File: src/rtl/alu_share_arbiter.sv
// Round-robin arbiter that time-shares one external combinational ALU among NUM_REQ
// requesters. The ALU result is captured and held until the owning requester accepts it.
module alu_share_arbiter #(
  parameter int WIDTH   = 16,
  parameter int NUM_REQ = 4,
  parameter int IDW     = $clog2(NUM_REQ)
) (
  input  logic                     clk,
  input  logic                     reset_n,
  input  logic [NUM_REQ-1:0]       req_valid,
  output logic [NUM_REQ-1:0]       req_ready,
  input  logic [NUM_REQ*WIDTH-1:0] req_a,
  input  logic [NUM_REQ*WIDTH-1:0] req_b,
  input  logic [NUM_REQ*3-1:0]     req_f,
  output logic [NUM_REQ-1:0]       resp_valid,
  input  logic [NUM_REQ-1:0]       resp_ready,
  output logic [WIDTH-1:0]         resp_y,
  output logic                     resp_zero,
  output logic                     resp_carry,
  output logic                     resp_ovf,
  output logic                     resp_err,
  output logic [IDW-1:0]           resp_id,
  output logic [WIDTH-1:0]         alu_a,
  output logic [WIDTH-1:0]         alu_b,
  output logic [2:0]               alu_f,
  input  logic [WIDTH-1:0]         alu_y,
  input  logic                     alu_zero,
  input  logic                     alu_carry_out,
  input  logic                     alu_overflow
);

  localparam logic [2:0] F_ILLEGAL = 3'b011;

  typedef enum logic [1:0] {IDLE, EXEC, RESP} state_t;

  state_t           state_q, state_d;
  logic [IDW-1:0]   rr_q, win, rr_next;
  logic             found;
  logic [WIDTH-1:0] sel_a, sel_b;
  logic [2:0]       sel_f;
  logic [WIDTH-1:0] op_a_p0, op_b_p0;
  logic [2:0]       op_f_p0;
  logic             grant, resp_done;

  function automatic logic [NUM_REQ-1:0] onehot(input logic [IDW-1:0] i);
    onehot = {{(NUM_REQ-1){1'b0}}, 1'b1} << i;
  endfunction

  // Round-robin search starting at rr_q, wrapping modulo NUM_REQ.
  always_comb begin : arb
    int idx;
    idx   = 0;
    found = 1'b0;
    win   = '0;
    for (int k = 0; k < NUM_REQ; k++) begin
      idx = int'(rr_q) + k;
      if (idx >= NUM_REQ) idx = idx - NUM_REQ;
      if (!found && req_valid[IDW'(idx)]) begin
        found = 1'b1;
        win   = IDW'(idx);
      end
    end
  end

  always_comb begin
    sel_a = '0;
    sel_b = '0;
    sel_f = '0;
    for (int i = 0; i < NUM_REQ; i++) begin
      if (win == IDW'(i)) begin
        sel_a = req_a[i*WIDTH +: WIDTH];
        sel_b = req_b[i*WIDTH +: WIDTH];
        sel_f = req_f[i*3 +: 3];
      end
    end
  end

  assign grant     = (state_q == IDLE) && found;
  assign resp_done = (state_q == RESP) && resp_ready[resp_id];
  assign rr_next   = (win == IDW'(NUM_REQ-1)) ? '0 : win + 1'b1;

  // Ready must stay low while reset is held, even though state already reads IDLE.
  always_comb begin
    req_ready = '0;
    if (reset_n && grant) req_ready = onehot(win);
  end

  always_comb begin
    state_d = state_q;
    case (state_q)
      IDLE:    if (found) state_d = EXEC;
      EXEC:    state_d = RESP;
      RESP:    if (resp_ready[resp_id]) state_d = IDLE;
      default: state_d = IDLE;
    endcase
  end

  always_ff @(posedge clk or negedge reset_n) begin
    if (!reset_n) state_q <= IDLE;
    else          state_q <= state_d;
  end

  // p0: operands registered on grant, presented to the ALU during EXEC.
  always_ff @(posedge clk or negedge reset_n) begin
    if (!reset_n) begin
      rr_q       <= '0;
      op_a_p0    <= '0;
      op_b_p0    <= '0;
      op_f_p0    <= '0;
      resp_id    <= '0;
      resp_valid <= '0;
      resp_y     <= '0;
      resp_zero  <= 1'b0;
      resp_carry <= 1'b0;
      resp_ovf   <= 1'b0;
      resp_err   <= 1'b0;
    end else begin
      if (grant) begin
        op_a_p0 <= sel_a;
        op_b_p0 <= sel_b;
        op_f_p0 <= sel_f;
        resp_id <= win;
        rr_q    <= rr_next;
      end
      // p1: ALU result captured at the end of EXEC and held through RESP.
      if (state_q == EXEC) begin
        resp_valid <= onehot(resp_id);
        if (op_f_p0 == F_ILLEGAL) begin
          resp_y     <= '0;
          resp_zero  <= 1'b1;
          resp_carry <= 1'b0;
          resp_ovf   <= 1'b0;
          resp_err   <= 1'b1;
        end else begin
          resp_y     <= alu_y;
          resp_zero  <= alu_zero;
          resp_carry <= alu_carry_out;
          resp_ovf   <= alu_overflow;
          resp_err   <= 1'b0;
        end
      end
      if (resp_done) resp_valid <= '0;
    end
  end

  assign alu_a = op_a_p0;
  assign alu_b = op_b_p0;
  assign alu_f = op_f_p0;

endmodule

File: config.mk
export PLATFORM = sky130hd
export DESIGN_NAME = alu_share_arbiter
export DESIGN_NICKNAME = d
export VERILOG_FILES = /design/src/rtl/alu_share_arbiter.sv
export SDC_FILE = /design/constraint.sdc
export NUM_CORES = 1
export LEC_CHECK = 0
export ABC_AREA = 0
export ABC_CLOCK_PERIOD_IN_PS = 6800
export CAP_MARGIN = 15
export CORE_ASPECT_RATIO = 0.5
export CORE_MARGIN = 1
export CORE_UTILIZATION = 41
export CTS_CLUSTER_SIZE = 10
export DETAILED_ROUTE_END_ITERATION = 8
export GPL_TIMING_DRIVEN = 0
export PLACE_DENSITY = 0.95
export SETUP_SLACK_MARGIN = 0.02
export SLEW_MARGIN = 10
export SYNTH_ARGS = -nofsm -noshare
export SYNTH_HDL_FRONTEND = slang
export SYNTH_SLANG_ARGS = --single-unit
File: constraint.sdc
create_clock -name clk -period 6.8 [get_ports clk]
set_input_delay 2.04 -clock clk [delete_from_list [all_inputs] [get_ports clk]]
set_output_delay 2.04 -clock clk [all_outputs]
set_load 0.01 [all_outputs]
; ---- Word-level counts from Yosys, hierarchy flattened
; Cells that the tools add are included.
[word_totals]
reg_bits = 65
in_bits = 169
output_inout_bits = 65
elab_cells = 102
[op_classes]
addsub = 8
n_lt_le_gt_ge = 9
eq_ne = 8
shift = 2
muxes = 50
n_reduce_logical = 13
[ops]
columns = operator, n
row1 = $mux 16, 9
row2 = $mux 2, 11
row3 = $mux 1, 17
row4 = $lt 2x4->1 const B, 4
row5 = $mux 3, 4
row6 = $mux 4, 3
row7 = $bmux 1 s2, 5
row8 = $ge 3x3->1 const B, 3
row9 = $shl 1x2->4 const A, 2
row10 = $sub 2x1->2 const B, 4
row11 = $add 2x2->3 const B, 2
row12 = $eq 2x2->1 const B, 3
row13 = $logic_and 1x1->1, 6
row14 = $pmux 2 s3, 1
row15 = $eq 2x1->1 const B, 2
row16 = $logic_not 2->1, 2
row17 = $add 2x1->3 const B, 1
row18 = $eq 3x2->1 const B, 1
row19 = $ge 2x3->1 const B, 1
row20 = $logic_not 1->1, 3
row21 = $lt 2x3->1 const B, 1
row22 = $add 2x1->2 const B, 1
row23 = $ne 2x1->1 const B, 1
row24 = $ne 2x2->1 const B, 1
row25 = 2 further kinds, 2

; ---- Depth between registers and ports, before layout
; Gate-level depths: netlist (run 1).
[logic_depth]
word_depth = 20
depth_mapped = 10
ltp_nobuf = 7

; ---- Least setup slack after synthesis (run 1)
; OpenSTA, ideal clock, no wires.
[synth_path]
path_type = input port to output port
startpoint = input req_valid[1]
endpoint = output req_ready[0]
arrival_time_ps = 3900
required_time_ps = 4760
path_slack_ps = 860
stages = 8
path_buffers = 4
cell_sequence = or4_1 > buf_2 > clkbuf_1 > nand3_1 > ha_1 > clkbuf_1 > clkbuf_1 > and3_1
[synth_via]
elab_chain_len = 16
word_cells_on_any_way = 30
classes_between = shift (1) / mux (21) / reduce/logical (8)
[synth_lines]
columns = item, line
row1 = start: declaration, 10  ; input logic [NUM_REQ-1:0] req_valid,
row2 = $bmux 1 s2, 58  ; if (!found && req_valid[IDW'(idx)]) begin
row3 = $mux 1 (implied by the code) (2 in series), 58
row4 = $mux 1, 58
row5 = $logic_not 1->1, 58
row6 = $logic_and 1x1->1, 58
row7 = $mux 1, 58
row8 = $logic_not 1->1, 58
row9 = $logic_and 1x1->1, 58
row10 = $mux 1, 58
row11 = $logic_not 1->1, 58
row12 = $logic_and 1x1->1, 58
row13 = $mux 1, 58
row14 = $logic_and 1x1->1, 78  ; assign grant = (state_q == IDLE) && found;
row15 = $logic_and 1x1->1, 85  ; if (reset_n && grant) req_ready = onehot(win);
row16 = $mux 4 (*), 85
row17 = end: declaration, 11  ; output logic [NUM_REQ-1:0] req_ready,
; Every way passes the cells marked *; elsewhere a longest branch is shown, timed or not. The select of a mux whose other input is x is not followed.

; ---- Final worst setup path (run 1)
[layout_path]
startpoint = input req_valid[1]
endpoint = output req_ready[1]
[layout_via]
word_cells_on_any_way = 30
classes_between = shift (1) / mux (21) / reduce/logical (8)
[layout_rtl]
columns = item, line
row1 = $bmux 1 s2, 58
row2 = $mux 1 (implied by the code) (2 in series), 58
row3 = $mux 1, 58
row4 = $logic_not 1->1, 58
row5 = $logic_and 1x1->1, 58
row6 = $mux 1, 58
row7 = $logic_not 1->1, 58
row8 = $logic_and 1x1->1, 58
row9 = $mux 1, 58
row10 = $logic_not 1->1, 58
row11 = $logic_and 1x1->1, 58
row12 = $mux 2 (*), 58
row13 = net win[0], 37  ; logic [IDW-1:0] rr_q, win, rr_next;
row14 = $shl 1x2->4 (*), 46  ; onehot = {{(NUM_REQ-1){1'b0}}, 1'b1} << i;
row15 = $mux 4 (*), 85
; Mark *: on every way through the listed nets, which the timed path passes. The rest lies on a longest branch. The select of a mux whose other input is x is not followed.

==> metrics.md, run 1 <==
| Metric | Value |
|---|---|
| Outcome | finished, final reports clean |
| Initial antenna violation count | 0 |
| Register area share after synthesis | 0.418 |
| Commonest cells post-synth | a21oi_1, dfrtp_1, clkbuf_1, nand2_1, inv_1 |
| Vias in the first global route | about 4700 |
| CTS root buffer | clkbuf_16 |
| Post-Synth Adder-Cell Area | 0.0129 |
| Clock tree buffer depth | 2 |
| H-tree levels | 3 |
| Area contributors post-synth | dfrtp_1, a21oi_1, a221o_1 |
| Syn_nets | 621 |
| Ant diodes | 0 |
| Pint | roughly 0.0018 W |
| P&R area growth vs syn | 72.5% |
| Switching pwr | 0.00119 W |
| Cts hold-fix bufs | 0 |
| Post-layout nets | 858 |
| Vias per cell | 5.84 |
| Clk pin slew, worst setup/hold paths | about 0.060 ns |
| Routability Congestion | 0.924 |
| Complex-gate fraction of the synthesized area | 0.315 |
| FILL cells | 638 |
| # rows | 24 |
| Worst Hold Slack | 0.503 ns |
| Fmax | 148 MHz |
| Layout cell share with drive strength beyond 1 | 0.0478 |
| Die area | 9910 um2 |
| Cell Area, Synth | 3890 um2 |
| Post-route design area | 6720 um2 |
| Post-route ant nets | 0 |
| Fin crit period | 6.74 ns |
| WP buf/inv | 4 |
| Post-synth EDFFs | 0 |
| DP Worst Slack | -0.521 ns |
| Final core occ | 0.751 |
| Synth top area share | 0.418 |
| Placed Cells | 799 |
| XOR/XNOR share of the synthesized area | 0 |
| Router iterations before antenna repair | 4 |
| Worst-margin pin slew | 0.585 ns |
| CP Class | in -> out |
| CTS tree | yes |
| Mapped Avg Cell Area | slightly below 9 um2 |
| Power density over the cells | 439 nW/um2 |
| Largest net degree at the start of global routing | 49 |
| Final setup viols | 0 |
| Critical path arrival | 4.70 ns |
| Detailed Route WL | about 16000 um |
| CTS Sinks | 65 |
| CP Launch Type | input port |
| Area of the core | 8950 um2 |
| Total GRT Usage | 0.319 |
| Leakage Power | 2.71 nW |
| TritonCTS Buffers | 9 |
| Hold_sp | resp_y[10] |
| Global-route wire length before repair | 24300 um |
| Routed WL per cell | 19.5 um |
| Initial DRC Count | roughly 310 |
| Worst-skew pair later-pin latency | 0.33 ns |
| DP Area | 6400 um2 |
| Boundary Pins | 234 |
| DPL Wire Length | 11800 um |
| Worst VDD drop | about 0.00021 V |
| Async SR Flop Fraction | 1.00 |
| CP Launch Point | req_valid[1] |
| Crit path required time | 4.76 ns |
| Initial Util | 0.435 |
| Unrepaired setup endpoints after global routing | yes |
| Element type at the critical path end | output port |
| Register bit total from synthesis | 65 |
| Die span in y | 70.9 um |
| Cell count after synthesis | 448 |
| Ys flop type | dfrtp_1 |
| Port Buffers | 233 |
| Worst hold path class | reg -> reg |
| Portion of netlist area occupied by mux cells | 0.0103 |
| Period utilization | 0.991 |
| Final Skew | 0.00602 ns |
| Post-route DRC violation count | 0 |
| Synth cell types | 31 |
| Post-CTS Setup Inserts | 0 |
| Max Cap Viol | 0 |
| Sequential power share | 0.242 |
| Slew HR | 0.610 |
| Cell taking the most area after synthesis | dfrtp_1 |
| Post-Synth Simple-Gate Area | 0.148 |
| Sw Ratio | 0.403 |
| Crit-path slowest cell | or4_1 |
| Combinational family with the most area after synthesis | compound AO/OA/AOI/OAI gates |
| Worst flop-to-flop path startpoint | rr_q[1] |
| Final WS setup | about 0.064 ns |
| Final Hold Violating Endpoints | 0 |
| Power share of the combinational group | 0.597 |
| Gr ovfl total | 0 |
| Max FO, Critical Path | 17 |
| Crit path cell chain | clkdlybuf4s50_1, or4_1, buf_2, clkbuf_2, and3_1, ha_2, and3_1, clkdlybuf4s50_1 |
| Most frequent cell after synthesis | a21oi_1 |
| Crit-path max cell delay | 0.52 ns |
| Fin. max-slew vios | 0 |
| Die span in x | 140 um |
| Ys Warns | 0 |
| Clock power frac | 0.161 |
| Finished Layout Cells | 807 |
| Delay-heaviest family, CP | buffers and inverters |
| Vias after detailed routing | 4710 |
[routing by layer]
layer / wire [um] / global-route usage
met1: 6180 / 0.376
met2: 8070 / 0.576
met3: 1110 / 0.0779
met4: 401 / 0.107
met5: 0 / 0
[worst paths after layout]
kind | to | slack, ns | cells after the start
min reg2reg | resp_y[10] | 0.50 | 1
min | resp_y[10] | 0.50 | 1
min in group asynchronous | resp_y[10] | 1.59 | 1
max | req_ready[1] | 0.06 | 8
max in group asynchronous | alu_b[3] | 4.67 | 2
max reg2reg | alu_f[0] | 3.83 | 8
[worst reg2reg max path, stage by stage, from the launching register on]
cell       delay, ns
dfrtp_1         0.44
mux2i_1         0.15
a2bb2oi_1       0.46
and3_1          0.30
ha_2            0.42
clkbuf_1        0.43
a21oi_1         0.14
a221o_1         0.36
a31oi_1         0.19
[registers in the layout (all words and copies together) (netlist names)]
name / cells
resp_y: 16
rr_q: 2
resp_valid: 4
alu_f: 3
resp_id: 2
alu_a: 16
state_q: 2
resp_ovf: 1
alu_b: 16
resp_zero: 1
resp_carry: 1
resp_err: 1
[kinds of logic after synthesis]
kind of cell	after synthesis
AOI/OAI and AO/OA	181
adders and majority gates	4
buffers and inverters	89
DFF	65
muxes	4
and+or+nand+nor	105
[stage by stage]
step | setup TNS, ns | power, W
2_1_floorplan | 0 | 0.00166
3_3_place_gp | -3.71 | 0.00236
3_5_place_dp | -1.77 | 0.00243
4_1_cts | 0 | 0.00293
5_1_grt | 0 | 0.00312
6_report | 0 | 0.00295
[power groups by stage]
stage,clock network [W],logic [W],registers (W)
detailed placement,0,0.00172,0.000709
floorplan,0,0.000885,0.000780
CTS,0.000473,0.00175,0.000708
global placement,0,0.00167,0.000696
global route,0.000498,0.00189,0.000734
finish,0.000475,0.00176,0.000713
[repair_timing]
action / CTS / global route
gates cloned: 0 / 0
endpoints found under the setup margin: 4 / 3
pin swaps: 0 / 0
gates resized for setup: 13 / 2
[cell type report]
cell class	count	area [um2]	share of cell area
timing repair buffer	234	2360	0.351
inverter	40	150	0.0224
clock inverter	6	66.3	0.00987
buffer	41	195	0.0291
tap	117	146	0.0218
clock buffer	10	239	0.0356
multi-input combinational	294	1940	0.288
sequential	65	1630	0.242
[placed cells by master, fill, tap and decap left out, types with 3 or more instances in the layout]
cell type        count
clkdlybuf4s50_1    232
a21oi_1             76
dfrtp_1             65
nand2_1             43
inv_1               40
a31oi_1             38
nand3b_1            35
a221o_1             35
clkbuf_1            33
a22o_1              18
clkbuf_16            9
and3_1               7
nor2_1               6
buf_6                5
o22ai_1              5
mux2i_1              4
nand2b_1             4
clkinvlp_4           3
(Power assumes the default switching activity.)
==> inputs of run 2 (changes only) <==
--- a/config.mk
+++ b/config.mk
@@ -10,7 +10,8 @@
 export CAP_MARGIN = 15
 export CORE_ASPECT_RATIO = 0.5
 export CORE_MARGIN = 1
-export CORE_UTILIZATION = 41
+export CORE_UTILIZATION = 42
+export CTS_BUF_LIST = sky130_fd_sc_hd__clkbuf_4
 export CTS_CLUSTER_SIZE = 10
 export DETAILED_ROUTE_END_ITERATION = 8
 export GPL_TIMING_DRIVEN = 0
==> run 2 against run 1 <==
Effect of this change: the flow now finishes with violations (design-rule violations); sequential share of layout area grew 0.48 points; via count up 1.1%; clock power shrank 44%.
==> metrics.md, run 2 (synthesis gave the netlist of run 1 again) <==
| Metric | Value |
|---|---|
| Outcome | complete, but fails checks |
| Failing checks | design-rule violations |
| Max FO, Critical Path | 10 (-7) |
| Crit-path slowest cell | or4_1 |
| Global-route wire length before repair | 23800 um (-2.1%) |
| DPL Wire Length | 11300 um (-4.3%) |
| Sequential power share | 0.256 (+0.014) |
| Crit path required time | 4.76 ns (about the same) |
| P&R area growth vs syn | 69.2% |
| Critical path arrival | 4.71 ns (about the same) |
| Worst hold path class | reg -> reg |
| Die area | 9680 um2 (-2.3%) |
| CTS tree | yes |
| Final WS setup | 0.0512 ns (-0.0132 ns) |
| Routing usage on met1 | 0.368 (-0.00800) |
| Port Buffers | 233 (unchanged) |
| # rows | 24 (unchanged) |
| CP Launch Type | input port |
| Crit path cell chain | clkdlybuf4s50_1, or4_1, buf_2, clkbuf_4, and3_4, ha_4, clkbuf_4, and3_1, clkdlybuf4s50_1 |
| Fmax | 148 MHz (-0.20%) |
| Die span in x | 138 um (-1.2%) |
| Leakage Power | 2.65 nW (-2.2%) |
| Fin. max-slew vios | 0 (unchanged) |
| Detailed Route WL | 15300 um (-2.6%) |
| Die span in y | 70.1 um (-1.2%) |
| H-tree levels | 3 (unchanged) |
| Cts hold-fix bufs | 0 (unchanged) |
| Switching pwr | 0.00117 W (-1.7%) |
| WP buf/inv | 5 (+1) |
| Most frequent cells in the layout | clkdlybuf4s50_1, a21oi_1, dfrtp_1, nand2_1, inv_1 |
| Sw Ratio | 0.424 (+0.0211) |
| Final setup viols | 0 (unchanged) |
| Post-route DRC violation count | 14 (+14) |
| Worst-margin pin slew | 0.670 ns (+0.0856 ns) |
| CTS Sinks | 65 (unchanged) |
| DP Worst Slack | -0.625 ns (-0.103 ns) |
| Worst VDD drop | 0.000192 V (-9.1%) |
| Layout cell share with drive strength beyond 1 | 0.0506 (+0.00275) |
| Router iterations before antenna repair | 7 (+3) |
| Area of the core | 8860 um2 (-1.0%) |
| Element type at the critical path end | output port |
| Post-layout nets | 860 (+0.23%) |
| Worst-skew pair later-pin latency | 0.41 ns (+0.08 ns) |
| CTS root buffer | clkbuf_4 |
| Period utilization | 0.992 (+0.00195) |
| Delay-heaviest family, CP | buffers and inverters |
| Max Cap Viol | 0 (unchanged) |
| Ant diodes | 0 (unchanged) |
| Vias after detailed routing | 4764 (+1.1%) |
| Largest net degree at the start of global routing | 49 (unchanged) |
| Final Hold Violating Endpoints | 0 (unchanged) |
| Routability Congestion | 0.939 (+1.6%) |
| Gr ovfl total | 0 (unchanged) |
| Boundary Pins | 234 (unchanged) |
| Slew HR | 0.553 (-0.0571) |
| Power share of the combinational group | 0.647 (+0.050) |
| Unrepaired setup endpoints after global routing | no |
| Vias in the first global route | 4694 (unchanged) |
| Most common cell after layout, fill and taps aside | clkdlybuf4s50_1 |
| CP Class | in -> out |
| Crit-path max cell delay | 0.56 ns (+0.04 ns) |
| Routed WL per cell | 19.0 um (-2.8%) |
| Clock tree buffer depth | 2 (unchanged) |
| Initial DRC Count | 462 (+48%) |
| Clock power frac | 0.097 (-0.064) |
| Post-route ant nets | 0 (unchanged) |
| Post-CTS Setup Inserts | 0 (unchanged) |
| Pint | 0.00159 W (-9.9%) |
| Met2 GRT Util | 0.553 (-0.0228) |
| Vias per cell | 5.89 (+0.90%) |
| TritonCTS Buffers | 9 (unchanged) |
| Total GRT Usage | 0.314 (-0.00498) |
| Clk pin slew, worst setup/hold paths | 0.12 ns (+0.06 ns) |
| Busiest layer in global routing | met2 |
| Fin crit period | 6.75 ns (+0.0132 ns) |
| Final Skew | 0.00975 ns (+0.00374 ns) |
| Initial Util | 0.439 (+0.00442) |
| Total chip power | 0.00275 W (-6.6%) |
| Power density over the cells | 418 nW/um2 (-4.7%) |
| Initial antenna violation count | 0 (unchanged) |
| FILL cells | 633 (-0.78%) |
| Grt met3 use | 0.0754 (-0.00241) |
## run 2: layout make-up
class,instances,area [um2],area share
Timing Repair Buffer,234,2360,0.358
Multi-Input combinational cell,294,1950,0.297
Sequential cell,65,1630,0.247
Buffer,43,215,0.0327
Inverter,40,150,0.0228
Tap cell,117,146,0.0222
Clock inverter,7,70.1,0.0106
Clock buffer,9,67.6,0.0103
## run 2: power groups by stage
stage | logic [W] | registers [W] | clock network, W
final | 0.00178 | 0.000705 | 0.000267
after global routing | 0.00190 | 0.000728 | 0.000283
after CTS | 0.00175 | 0.000701 | 0.000267
after detailed placement | 0.00172 | 0.000707 | 0
after global placement | 0.00166 | 0.000695 | 0
after floorplan | 0.000885 | 0.000780 | 0
## run 2: what timing repair did
item                       in CTS  in global routing
cloned                          0                  0
setup endpoints to repair       4                  4
gates resized for setup        19                  4
pin swaps                       0                  0
## run 2: final timing paths
path | depth (start not counted) | from | slack, ns | to
min in group asynchronous | 1 | reset_n | 1.49 | resp_y[13]
hold reg to reg | 2 | resp_err | 0.51 | resp_err
setup reg to reg | 8 | rr_q[1] | 4.06 | alu_b[9]
max in group asynchronous | 2 | reset_n | 4.76 | alu_b[1]
setup / recovery | 9 | req_valid[1] | 0.05 | req_ready[1]
hold / removal | 2 | resp_err | 0.51 | resp_err
## run 2: stage by stage
step | hold slack [ns] | std cells | instance area (um2) | TNS, ns | utilization
4_1_cts | 0.518 | 811 | 6580 | -0.000610 | 0.742
2_1_floorplan | 0.534 | 448 | 3890 | 0 | -
5_1_grt | 0.541 | 809 | 6590 | 0 | 0.744
3_3_place_gp | 0.480 | 798 | 6370 | -3.61 | 0.719
6_report | 0.511 | 809 | 6590 | 0 | 0.744
3_5_place_dp | 0.492 | 799 | 6400 | -1.92 | 0.722
## run 2: worst min-delay path: stages, from the launching register on
cell and delay [ns]:
dfrtp_1 0.36, nor2_1 0.05, nor2_1 0.07
## run 2: per-layer routing
layer  vias up  part of all wire
met3        62             0.083
met4         0             0.040
met2       282              0.50
li1       2124                 -
met5         -                 0
met1      2296              0.38
